`src/rtl/sequential_multiplier_pkg.sv`:
```
// Shared multi-cycle ALU definitions: multiplier FSM states and latency.
package sequential_multiplier_pkg;

  typedef enum logic [1:0] {
    IDLE = 2'd0,
    RUN  = 2'd1,
    SIGN = 2'd2,
    DONE = 2'd3
  } mult_state_e;

  localparam int unsigned MULT_BITS_DEFAULT = 32;

  // Cycles from the accepting edge to the DONE cycle: BITS steps, one sign fix-up, one DONE.
  function automatic int unsigned mult_latency(input int unsigned bits);
    return bits + 2;
  endfunction

  localparam int unsigned MULT_LATENCY = MULT_BITS_DEFAULT + 2;

endpackage

```
`src/rtl/sequential_multiplier_step.sv`:
```
// One radix-2 shift-add iteration on the {accumulator, multiplier} pair.
module mult_step #(
  parameter int unsigned BITS = 32
) (
  input  logic [BITS:0]   acc_i,
  input  logic [BITS-1:0] mplier_i,
  input  logic [BITS-1:0] mcand_i,
  output logic [BITS:0]   acc_o,
  output logic [BITS-1:0] mplier_o
);

  logic [BITS:0] sum;

  always_comb begin
    sum = acc_i;
    if (mplier_i[0]) begin
      sum = acc_i + {1'b0, mcand_i};
    end
    // Carry lives in sum[BITS]; it drops into the accumulator as the pair shifts right.
    {acc_o, mplier_o} = {1'b0, sum, mplier_i[BITS-1:1]};
  end

endmodule

```
`src/rtl/sequential_multiplier.sv`:
```
// Iterative MULT/MULTU: magnitude shift-add over BITS cycles, then a sign fix-up.
module sequential_multiplier
  import sequential_multiplier_pkg::*;
#(
  parameter int unsigned BITS = 32
) (
  input  logic            clk,
  input  logic            rst_n,
  input  logic            start,
  input  logic [BITS-1:0] a,
  input  logic [BITS-1:0] b,
  input  logic            unsign,
  output logic            busy,
  output logic            done,
  output logic [BITS-1:0] hi,
  output logic [BITS-1:0] lo
);

  localparam int unsigned CNT_W = $clog2(BITS) + 1;
  localparam int unsigned PW    = 2 * BITS;

  mult_state_e       state_q, state_d;
  logic [CNT_W-1:0]  cnt_q, cnt_d;
  logic [BITS-1:0]   mcand_q, mcand_d;
  logic [BITS:0]     acc_q, acc_d;
  logic [BITS-1:0]   mplier_q, mplier_d;
  logic              neg_q, neg_d;
  logic              busy_q, busy_d;
  logic              done_q, done_d;
  logic [BITS-1:0]   hi_q, hi_d;
  logic [BITS-1:0]   lo_q, lo_d;

  logic [BITS-1:0]   a_mag, b_mag;
  logic [BITS:0]     step_acc;
  logic [BITS-1:0]   step_mplier;
  logic [PW-1:0]     prod, prod_neg;

  // -2^(BITS-1) negates to itself, which is exactly its unsigned magnitude.
  always_comb begin
    a_mag = (!unsign && a[BITS-1]) ? BITS'(-a) : a;
    b_mag = (!unsign && b[BITS-1]) ? BITS'(-b) : b;
  end

  assign prod     = {acc_q[BITS-1:0], mplier_q};
  assign prod_neg = PW'(-prod);

  mult_step #(.BITS(BITS)) u_step (
    .acc_i    (acc_q),
    .mplier_i (mplier_q),
    .mcand_i  (mcand_q),
    .acc_o    (step_acc),
    .mplier_o (step_mplier)
  );

  always_comb begin
    state_d  = state_q;
    cnt_d    = cnt_q;
    mcand_d  = mcand_q;
    acc_d    = acc_q;
    mplier_d = mplier_q;
    neg_d    = neg_q;
    hi_d     = hi_q;
    lo_d     = lo_q;

    case (state_q)
      IDLE: begin
        if (start) begin
          state_d  = RUN;
          cnt_d    = '0;
          mcand_d  = a_mag;
          mplier_d = b_mag;
          acc_d    = '0;
          neg_d    = !unsign && (a[BITS-1] ^ b[BITS-1]);
        end
      end
      RUN: begin
        acc_d    = step_acc;
        mplier_d = step_mplier;
        cnt_d    = cnt_q + CNT_W'(1);
        if (cnt_q == CNT_W'(BITS - 1)) begin
          state_d = SIGN;
        end
      end
      SIGN: begin
        {hi_d, lo_d} = neg_q ? prod_neg : prod;
        state_d      = DONE;
      end
      DONE: begin
        state_d = IDLE;
      end
      default: begin
        state_d = IDLE;
      end
    endcase

    busy_d = (state_d == RUN) || (state_d == SIGN);
    done_d = (state_d == DONE);
  end

  always_ff @(posedge clk or negedge rst_n) begin
    if (!rst_n) begin
      state_q  <= IDLE;
      cnt_q    <= '0;
      mcand_q  <= '0;
      acc_q    <= '0;
      mplier_q <= '0;
      neg_q    <= 1'b0;
      busy_q   <= 1'b0;
      done_q   <= 1'b0;
      hi_q     <= '0;
      lo_q     <= '0;
    end else begin
      state_q  <= state_d;
      cnt_q    <= cnt_d;
      mcand_q  <= mcand_d;
      acc_q    <= acc_d;
      mplier_q <= mplier_d;
      neg_q    <= neg_d;
      busy_q   <= busy_d;
      done_q   <= done_d;
      hi_q     <= hi_d;
      lo_q     <= lo_d;
    end
  end

  assign busy = busy_q;
  assign done = done_q;
  assign hi   = hi_q;
  assign lo   = lo_q;

endmodule

```
`config.mk`:
```
export PLATFORM = sky130hd
export DESIGN_NAME = sequential_multiplier
export DESIGN_NICKNAME = d
export VERILOG_FILES = /design/src/rtl/sequential_multiplier_pkg.sv /design/src/rtl/sequential_multiplier_step.sv /design/src/rtl/sequential_multiplier.sv
export SDC_FILE = /design/constraint.sdc
export NUM_CORES = 1
export LEC_CHECK = 0
export BUFFER_PORTS_ARGS = -buffer_cell sky130_fd_sc_hd__buf_2
export CAP_MARGIN = 20
export CORE_UTILIZATION = 35
export CTS_CLUSTER_DIAMETER = 200
export DETAILED_ROUTE_END_ITERATION = 7
export PLACE_DENSITY = 0.62
export SLEW_MARGIN = 20
export SYNTH_ARGS = -nofsm -noshare
export SYNTH_HDL_FRONTEND = slang
export SYNTH_SLANG_ARGS = --single-unit
```
`constraint.sdc`:
```
create_clock -name clk -period 4.4 [get_ports clk]
set_input_delay 0.22 -clock clk [delete_from_list [all_inputs] [get_ports clk]]
set_output_delay 0.22 -clock clk [all_outputs]
set_load 0.005 [all_outputs]
```
==> impl_metrics.ini, run 1 <==
[setup_path]
worstPathRequired_ps = 4680
critPathMaxFanout = 13
cp.arrival_ps = 3540
end_kind = register
crit_type = reg -> reg
start_kind = register

[floorplanning]
fp.dieH_um = 180
core-area_sq_um = 30900
rows = 64
die_w_um = 180
io_pins = 134
die_area_sq_um = 32500
initial_core_util_pct = 36.0

[synthesis]
synth_top_area_cell = dfrtp_1
synthCells = 1313
syn_avg_cell_area_sq_um = 8.48
synth_area_sq_um = 11100
synth_seq_area_share_pct = 38.4
synth_flop_cell = dfrtp_1
synth_edf_count = 0
synth_warnings = 0
synth_area_leaders = dfrtp_1 38%, o21ai_0 8.6%, xor2_1 6.6%, nand2_1 6.0%, xnor2_1 4.6%
async_flop_share_pct = 100
ys_ff_latch = 171
syn_nets = 1418
synth_cell_type_count = 63
synth_top_cell_area_share_pct = 38.4

[layout]
drive_above_1_share_pct = 13.2
area_growth_pct = 13.7
fin_area_sq_um = 12700
finalNetCount = 1500
n_fill_cell = 3184
fin_util_pct = 40.9
diodes = 0

[drt]
vias = 10200
routed_wl_um = 32900
first_iter_violations = 867
wire_per_inst_um = 18.2
avgViaCountPerCell = 5.66
drc_errors = 0
ant_nets = 0
first_pass_iters = 5

[sta]
hold_violations = 0
setup_violations = 0
rsz0062_at_grt = false
worstMarginPinSlew_ps = 985
fin_crit_sh_pct = 73.9
fmax_mhz = 308
report.final.slew_viol_count = 0
setup-tns-final_ps = 0
slew_headroom_pct = 34.1
finalCriticalPeriod_ps = 3250
finClkSkew_ps = 9.66

[grt]
grt_pass1_vias = 9602
grt_usage_pct = 20.3
antenna_found_initial = 0
grt_pass1_wl_um = 52900
grt_max_degree = 91
grt-ovfl-total = 0

[place]
place.gp.congestion = 0.927
place_area_sq_um = 12100
hpwl_um = 24700
io_buffers = 133

[pwr]
p_sw_mw = 3.10
power_density_nw_per_um2 = 564
p_leak_nw = 5.44
intPower_mw = 4.03
vdd_ir_drop_max_mv = 0.380
p_sw_share_pct = 43.5
combPwrFrac_pct = 42.7
p_seq_share_pct = 36.6
clockPowerShare_pct = 20.7

[clocking]
clk_latency_ps = 430
cts-htree-levels = 4
cts_tree = yes
cts-root-buf = clkbuf_16
numClockSinks = 171
cts_setup_buffers = 0
path_clk_slew_ps = 70
cts_inserted_buffers = 17
postCtsResizedCells = 0
cts_buffer_depth = 2

[run]
drv_cap = 0

[hold_path]
min_path_type = in -> reg

[outcome]
status = completed
## kinds of logic (layout without fill, tap and decap cells)
family                   count (synthesis)  in the layout  share of synthesized area, %
XOR/XNOR                               142            142                          11.2
multiplexers                             9              9                         0.809
AND/OR/NAND/NOR                        398            398                          17.0
buffers and inverters                  109            202                          3.94
adder cells (fa/ha/maj)                 37             37                          4.23
AO/OA/AOI/OAI                          447            447                          24.5
flip-flops                             171            171                          38.4
## state kept, by name, indices dropped and copies added, names as in the netlist, 2 cells and up
name / count
hi: 32
lo: 32
acc_q: 32
mcand_q: 32
state_q: 2
mplier_q: 32
cnt_q: 6
## power by group through the flow
stage                     clock (mW)  sequential, mW  combinational [mW]
after global placement             0            2.60                2.97
after detailed placement           0            2.61                3.00
final                           1.47            2.61                3.05
after CTS                       1.51            2.59                3.02
after floorplan                    0            2.29                2.40
after global routing            1.58            2.67                3.39
## cells in the mapped netlist (all sizes together), types with 6 or more instances
library cell	n
nor3	28
xnor2	58
o21a	8
xor2	84
o22ai	24
a21o	18
o41ai	12
o31ai	29
nand4	19
or3	14
nand2	177
a31oi	11
clkbuf	72
dfrtp	171
nand2b	7
mux2i	9
nor2b	8
ha	36
a22oi	38
or4	21
nor4	16
a21oi	66
nand3	19
nor2	65
o21ai	196
and2	6
inv	26
a211oi	8
buf	9
a222oi	6
## cell type report
class	count	area, sq um	area share, %
timing repair buffer	145	777	6.14
sequential	171	4280	33.8
multi-input combinational	1033	6440	50.9
tap	396	495	3.91
clock inverter	10	118	0.929
clock buffer	20	447	3.53
inverter	27	101	0.801
## worst max-delay path: stages, from the launching register on
cell,delay (ps)
dfrtp_1,560
inv_1,250
ha_1,210
nand2b_1,120
or4_1,520
nor4_1,460
nand4_1,370
o31ai_1,350
xor2_1,180
o21ai_0,90
## layer usage
layer	global-route usage [%]	vias to the layer above	routed length [um]
li1	-	4951	-
met1	30.2	4832	16000
met2	30.2	372	14200
met3	3.09	41	2140
met4	5.68	0	502
met5	0	-	0
## through the flow
| stage | std cells | hold slack (ps) | setup slack (ps) | total power, mW |
|---|---|---|---|---|
| finish | 1802 | 102 | 1150 | 7.13 |
| global route | 1802 | 111 | 970 | 7.65 |
| CTS | 1802 | 88.6 | 1180 | 7.12 |
| detailed placement | 1771 | 343 | 1170 | 5.61 |
| global placement | 1771 | 345 | 1220 | 5.56 |
| floorplan | 1313 | -75.6 | 1180 | 4.69 |
## cells in the final DEF, fill, tap and decap left out, types with 26 or more instances in the layout
| master | n |
|---|---|
| o21ai_0 | 190 |
| nand2_1 | 176 |
| dfrtp_1 | 171 |
| buf_2 | 132 |
| xor2_1 | 84 |
| a21oi_1 | 66 |
| nor2_1 | 65 |
| xnor2_1 | 58 |
| a22oi_1 | 38 |
| ha_1 | 36 |
| o31ai_1 | 29 |
| nor3_1 | 28 |
| inv_1 | 26 |
## timing repair
item | 4_1_cts | 5_1_grt
hold buffers | 1 | 0
setup endpoints to repair | 0 | 0
endpoints found under the hold margin | 89 | 0
## worst paths after layout
kind / start / endpoint / slack (ps) / depth (start not counted)
min in group asynchronous: rst_n / mcand_q[19] / 410 / 2
setup / recovery: mplier_q[0] / hi[16] / 1150 / 9
max in group asynchronous: rst_n / lo[15] / 3030 / 3
hold / removal: a[8] / mcand_q[8] / 100 / 3
hold reg to reg: lo[19] / lo[19] / 470 / 2
setup reg to reg: mplier_q[0] / hi[16] / 1150 / 9
No activity file was read; power rests on OpenSTA's default activity.
==> inputs of run 2 (changes only) <==
--- a/config.mk
+++ b/config.mk
@@ -10,7 +10,7 @@
 export CORE_UTILIZATION = 35
 export CTS_CLUSTER_DIAMETER = 200
 export DETAILED_ROUTE_END_ITERATION = 7
-export PLACE_DENSITY = 0.62
+export PLACE_DENSITY = 0.63
 export SLEW_MARGIN = 20
 export SYNTH_ARGS = -nofsm -noshare
 export SYNTH_HDL_FRONTEND = slang
==> constraint.sdc (replaced) <==
create_clock -name clk -period 2.62 [get_ports clk]
set_input_delay 0.131 -clock clk [delete_from_list [all_inputs] [get_ports clk]]
set_output_delay 0.131 -clock clk [all_outputs]
set_load 0.005 [all_outputs]
==> run 2 against run 1 <==
  * The flow now finishes with violations (setup timing)
  * Clock power is 84% higher
  * Non-clock buffer count is 133 higher
  * First-iteration DRC count is 32% higher
  * Sequential cell count stayed put
  * Combinational power is 130% higher
  * Design area is 13% higher
  * Largest cell class unchanged
  * Highest routed layer unchanged
==> impl_metrics.ini, run 2 (synthesized netlist as in run 1, its figures left out) <==
[drt]
drc_errors = 0
vias = 10600
first_iter_violations = 1142
avgViaCountPerCell = 5.49
first_pass_iters = 5
wire_per_inst_um = 17.8
routed_wl_um = 34400
ant_nets = 0

[sta]
fin_crit_sh_pct = 105
rsz0062_at_grt = true
finClkSkew_ps = 12.6
fmax_mhz = 362
setup_violations = 14
slew_headroom_pct = 43.5
worstMarginPinSlew_ps = 847
hold_violations = 0
finalCriticalPeriod_ps = 2760
worst_hold_slack_ps = 3.74
report.final.slew_viol_count = 0
fin_ws_ps = -139

[floorplanning]
fp.dieH_um = 180
core-area_sq_um = 30900
io_pins = 134
die_w_um = 180
die_area_sq_um = 32500
rows = 64
initial_core_util_pct = 36.0

[clocking]
numClockSinks = 171
cts_tree = yes
cts-htree-levels = 4
clk_latency_ps = 440
cts-root-buf = clkbuf_16
cts_buffer_depth = 2
path_clk_slew_ps = 70
cts_inserted_buffers = 17

[setup_path]
critPathMaxFanout = 3
path_delay_family = simple AND/OR/NAND/NOR gates
path_cells = or4_4 -> or4_4 -> or4_4 -> or4_4 -> o21ai_2 -> xor2_1 -> o21ai_1
crit_type = reg -> reg
cp.buffers_inverters = 0
end_kind = register
cpMostUsedCell = or4_4
slowest_stage = or4_4
worstPathRequired_ps = 2930
cpPeakStageDelay_ps = 550
start_kind = register
cp.arrival_ps = 3070

[grt]
antenna_found_initial = 0
grt_usage_pct = 20.8
grt-ovfl-total = 0
grt_pass1_vias = 10000
grt_max_degree = 67
grt_pass1_wl_um = 54500

[place]
place.gp.congestion = 0.904
hpwl_um = 25700
io_buffers = 133

[layout]
finalNetCount = 1633
most-common-layout-cells = 170 x nand2_1, 169 x dfrtp_1, 159 x o21ai_0, 132 x buf_2, 131 x buf_4
final_common_cell = nand2_1
drive_above_1_share_pct = 24.6
area_growth_pct = 28.5
diodes = 0

[pwr]
combPwrFrac_pct = 51.6
clockPowerShare_pct = 19.8
intPower_mw = 7.93
power_mw = 13.7
power_density_nw_per_um2 = 957
vdd_ir_drop_max_mv = 0.562
p_seq_share_pct = 28.6
p_sw_mw = 5.76
p_leak_nw = 6.29
p_sw_share_pct = 42.1

[outcome]
status = complete, but fails checks
violations = setup timing

[hold_path]
min_path_type = in -> reg

[run]
drv_cap = 0
==> run 2: cell count changes in the layout (fill, tap and decap cells not counted), sizes merged <==
| cell | delta |
|---|---|
| inv | -1 |
| clkinv | -1 |
| buf | +129 |
| dlygate4sd3 | +4 |
| bufinv | +2 |
==> run 2: area by class of cell <==
cell class,count,area (sq um)
Clock buffer,20,447
Timing Repair Buffer,278,1820
Clock inverter,10,168
Fill cell,2969,16600
Multi-Input combinational cell,1033,6990
Sequential cell,171,4280
Tap cell,396,495
Inverter,27,104
==> run 2: timing repair <==
action	4_1_cts	5_1_grt
hold buffers	5	0
setup buffers	3	11
pin swaps	12	49
gates resized for setup	50	84
endpoints found under the setup margin	36	46
endpoints found under the hold margin	63	0
==> run 2: worst paths after layout <==
kind,from,to,slack (ps),depth (start not counted)
setup / recovery,mplier_q[6],hi[27],-140,7
hold / removal,b[30],mplier_q[30],4,3
setup reg to reg,mplier_q[6],hi[27],-140,7
hold reg to reg,lo[11],lo[11],470,2
max in group asynchronous,rst_n,cnt_q[3],1570,3
min in group asynchronous,rst_n,lo[27],240,2
==> run 2: through the flow <==
| stage | worst slack, ps | utilization (%) | setup TNS (ps) | cell area [sq um] | cells |
|---|---|---|---|---|---|
| 2_1_floorplan | -375 | - | -1040 | 11200 | 1313 |
| 3_3_place_gp | -107 | 41.9 | -1570 | 13000 | 1886 |
| 3_5_place_dp | -148 | 41.9 | -2540 | 13000 | 1886 |
| 4_1_cts | -141 | 44.9 | -413 | 13900 | 1924 |
| 5_1_grt | -238 | 46.3 | -3080 | 14300 | 1935 |
| 6_report | -139 | 46.3 | -812 | 14300 | 1935 |
==> run 2: routing by layer <==
layer	GRT usage (%)	up-vias	share of wire [%]
li1	-	5210	-
met1	29.6	5036	47
met2	33.8	348	46
met3	2.81	30	5.1
met4	4.10	0	1.2
met5	0	-	0
==> run 2: worst reg2reg max path, delay by kind of cell, from the launching register on <==
family          cells  cell delay [ps]
flops               1              380
compound gates      2              220
xor+xnor            1              150
simple gates        4             1900
==> run 2: power groups by stage <==
stage / combinational [mW] / sequential, mW / clock, mW
after floorplan: 4.04 / 3.86 / 0
after global placement: 6.32 / 3.87 / 0
after detailed placement: 6.39 / 3.89 / 0
after CTS: 6.61 / 3.87 / 2.73
after global routing: 7.78 / 3.99 / 2.84
final: 7.07 / 3.92 / 2.71
==> inputs of run 3 (changes only) <==
--- a/config.mk
+++ b/config.mk
@@ -5,6 +5,7 @@
 export SDC_FILE = /design/constraint.sdc
 export NUM_CORES = 1
 export LEC_CHECK = 0
+export ABC_AREA = 1
 export BUFFER_PORTS_ARGS = -buffer_cell sky130_fd_sc_hd__buf_2
 export CAP_MARGIN = 20
 export CORE_UTILIZATION = 35
==> run 3 against run 2 <==
  * The flow now finishes without violations
  * Critical path type unchanged
  * Die area increased by 19%
  * Via count increased by 31%
  * Hold slack improved by 11 ps
  * Combinational power increased by 60%
  * Sequential share of layout area decreased by 1.8 points
  * Non-clock buffer count decreased by 107
==> impl_metrics.ini, run 3 <==
[hold_path]
min_from = b[4]
holdPathStages = 3
hold_end = mplier_q[4]
min_path_type = in -> reg

[layout]
diodes = 0
area_growth_pct = 14.8
most-common-layout-cells = 658 x nand2_1, 255 x inv_1, 198 x nor2_1, 189 x nand3_1, 170 x dfrtp_1
final_common_cell = nand2_1
drive_above_1_share_pct = 12.7
finalNetCount = 2287
final_cells = 2699

[drt]
vias = 13900
wire_per_inst_um = 18.0
first_iter_violations = 1262
drc_errors = 0
avgViaCountPerCell = 5.16
ant_nets = 0
routed_wl_um = 48600
first_pass_iters = 6

[setup_path]
start_kind = register
cp.arrival_ps = 2750
worstPathRequired_ps = 3010
critPathMaxFanout = 5
cpMostUsedCell = nand2_1
cp.buffers_inverters = 2
crit_type = reg -> reg
cp.depth = 14
slowest_stage = dfrtp_1
r2r_slack_ps = 260
path_delay_family = simple AND/OR/NAND/NOR gates
cpPeakStageDelay_ps = 420
path_cells = ha_2 -> inv_1 -> fa_1 -> inv_1 -> nand3_1 -> nand3_1 -> nand2_1 -> nand2_1 -> nand2_1 -> nand3_1 -> nand2_1 -> nand2_1 -> nand3_1 -> nand2_1
r2r-start = acc_q[0]
ff2ff_path_depth = 14
end_kind = register
reg2reg_to = acc_q[31]

[place]
place.gp.congestion = 0.952
pre_cts_ws_ps = 259
hpwl_um = 38700
io_buffers = 133
dpl.cell_count = 2657

[synthesis]
synth_compound_area_share_pct = 12.2
synth_edf_count = 0
synth_top_cell_area_share_pct = 32.3
yosysMostFrequentCell = nand2_1
synthSimpleGateAreaFrac_pct = 39.0
muxShareOfSynthArea_pct = 0
yosys-top-cells-count = 658 x nand2_1, 255 x inv_1, 200 x nor2_1, 189 x nand3_1, 171 x dfrtp_1
synth_area_sq_um = 13200
synthXorXnorAreaFrac_pct = 3.37
synth_top_area_cell = dfrtp_1
syn_avg_cell_area_sq_um = 6.46
ys_ff_latch = 171
synthCells = 2051
synth_flop_cell = dfrtp_1
synth_cell_type_count = 52
async_flop_share_pct = 100
syn_nets = 2156
synth_seq_area_share_pct = 32.3
synthAdderAreaFrac_pct = 3.55
synth_warnings = 0
synth_area_leaders = dfrtp_1 32%, nand2_1 19%, inv_1 7.2%, nand3_1 7.1%, nor2_1 5.7%
synth_top_family_by_area = simple AND/OR/NAND/NOR gates

[sta]
fmax_mhz = 423
finalCriticalPeriod_ps = 2360
fin_ws_ps = 256
setup_violations = 0
fin_crit_sh_pct = 90.2
rsz0062_at_grt = false
hold_violations = 0
report.final.slew_viol_count = 0
finClkSkew_ps = 17.5
worstMarginPinSlew_ps = 711
worst_hold_slack_ps = 14.5
setup-tns-final_ps = 0
slew_headroom_pct = 52.6

[floorplanning]
io_pins = 134
rows = 70
initial_core_util_pct = 35.8
die_w_um = 197
die_area_sq_um = 38600
core-area_sq_um = 37000
fp.dieH_um = 197

[clocking]
cts_inserted_buffers = 17
cts_tree = yes
clk_latency_ps = 460
cts_buffer_depth = 2
cts-htree-levels = 4
cts_setup_buffers = 0
numClockSinks = 171
cts-root-buf = clkbuf_16
path_clk_slew_ps = 70

[grt]
grt_usage_pct = 25.6
grt_pass1_wl_um = 76000
antenna_found_initial = 0
grt-ovfl-total = 0
grt_pass1_vias = 13100
grt_max_degree = 78

[pwr]
vdd_ir_drop_max_mv = 0.418
power_mw = 19.2
p_leak_nw = 7.61
power_density_nw_per_um2 = 1270

[outcome]
status = completed

[run]
drv_cap = 0
run 3: cell count changes in the layout (fill, tap and decap cells not counted), sizes merged, moves of 49 or more:
cell   before  now
o21ai     196  142
inv        27  273
nor2       65  230
nand2     177  677
nand3      19  201
xnor2      58    9
buf       273  161
run 3: through the flow:
step           utilization, %  area (sq um)
2_1_floorplan               -         13200
3_3_place_gp             39.3         14500
3_5_place_dp             39.3         14500
4_1_cts                  41.1         15200
5_1_grt                  41.1         15200
6_report                 41.1         15200
run 3: area by class of cell:
type | instances | area, sq um
Timing Repair Buffer | 171 | 1010
Clock inverter | 14 | 153
Multi-Input combinational cell | 1557 | 7710
Inverter | 264 | 991
Clock buffer | 18 | 429
Sequential cell | 171 | 4280
Tap cell | 504 | 631
Fill cell | 4044 | 21800
run 3: what timing repair did:
action	CTS	global route
endpoints found under the hold margin	70	0
hold buffers	10	0
gates resized for setup	0	1
setup endpoints to repair	0	1
run 3: power by group:
part	internal (mW)	total (mW)	switching, mW
clock	1.35	2.61	1.25
combinational	3.76	11.3	7.50
sequential	3.85	5.37	1.53
total	8.96	19.2	10.3
run 3: worst max-delay path by stage:
stage	start	end
after floorplan	mplier_q[0]	hi[4]
after global placement	acc_q[0]	acc_q[29]
after detailed placement	acc_q[0]	acc_q[19]
after CTS	acc_q[0]	acc_q[19]
after global routing	acc_q[0]	acc_q[31]
final	acc_q[0]	acc_q[31]
run 3: cells by family after synthesis:
kind of cell,after synthesis
AOI/OAI and AO/OA,287
DFF,171
buffers and inverters,323
and+or+nand+nor,1182
xor gates and xnor gates,51
adders and majority gates,37
run 3: routing by layer:
metal / global-route usage (%) / share of wire, % / up-vias
met5: 0 / 0 / -
met4: 6.60 / 1.7 / 0
met3: 3.97 / 6.4 / 50
met2: 37.7 / 43 / 519
met1: 38.5 / 49 / 6495
li1: - / - / 6851
run 3: worst min-delay path: stages:
cell,delay (ps)
buf_2,110
xor2_1,60
o21ai_0,120
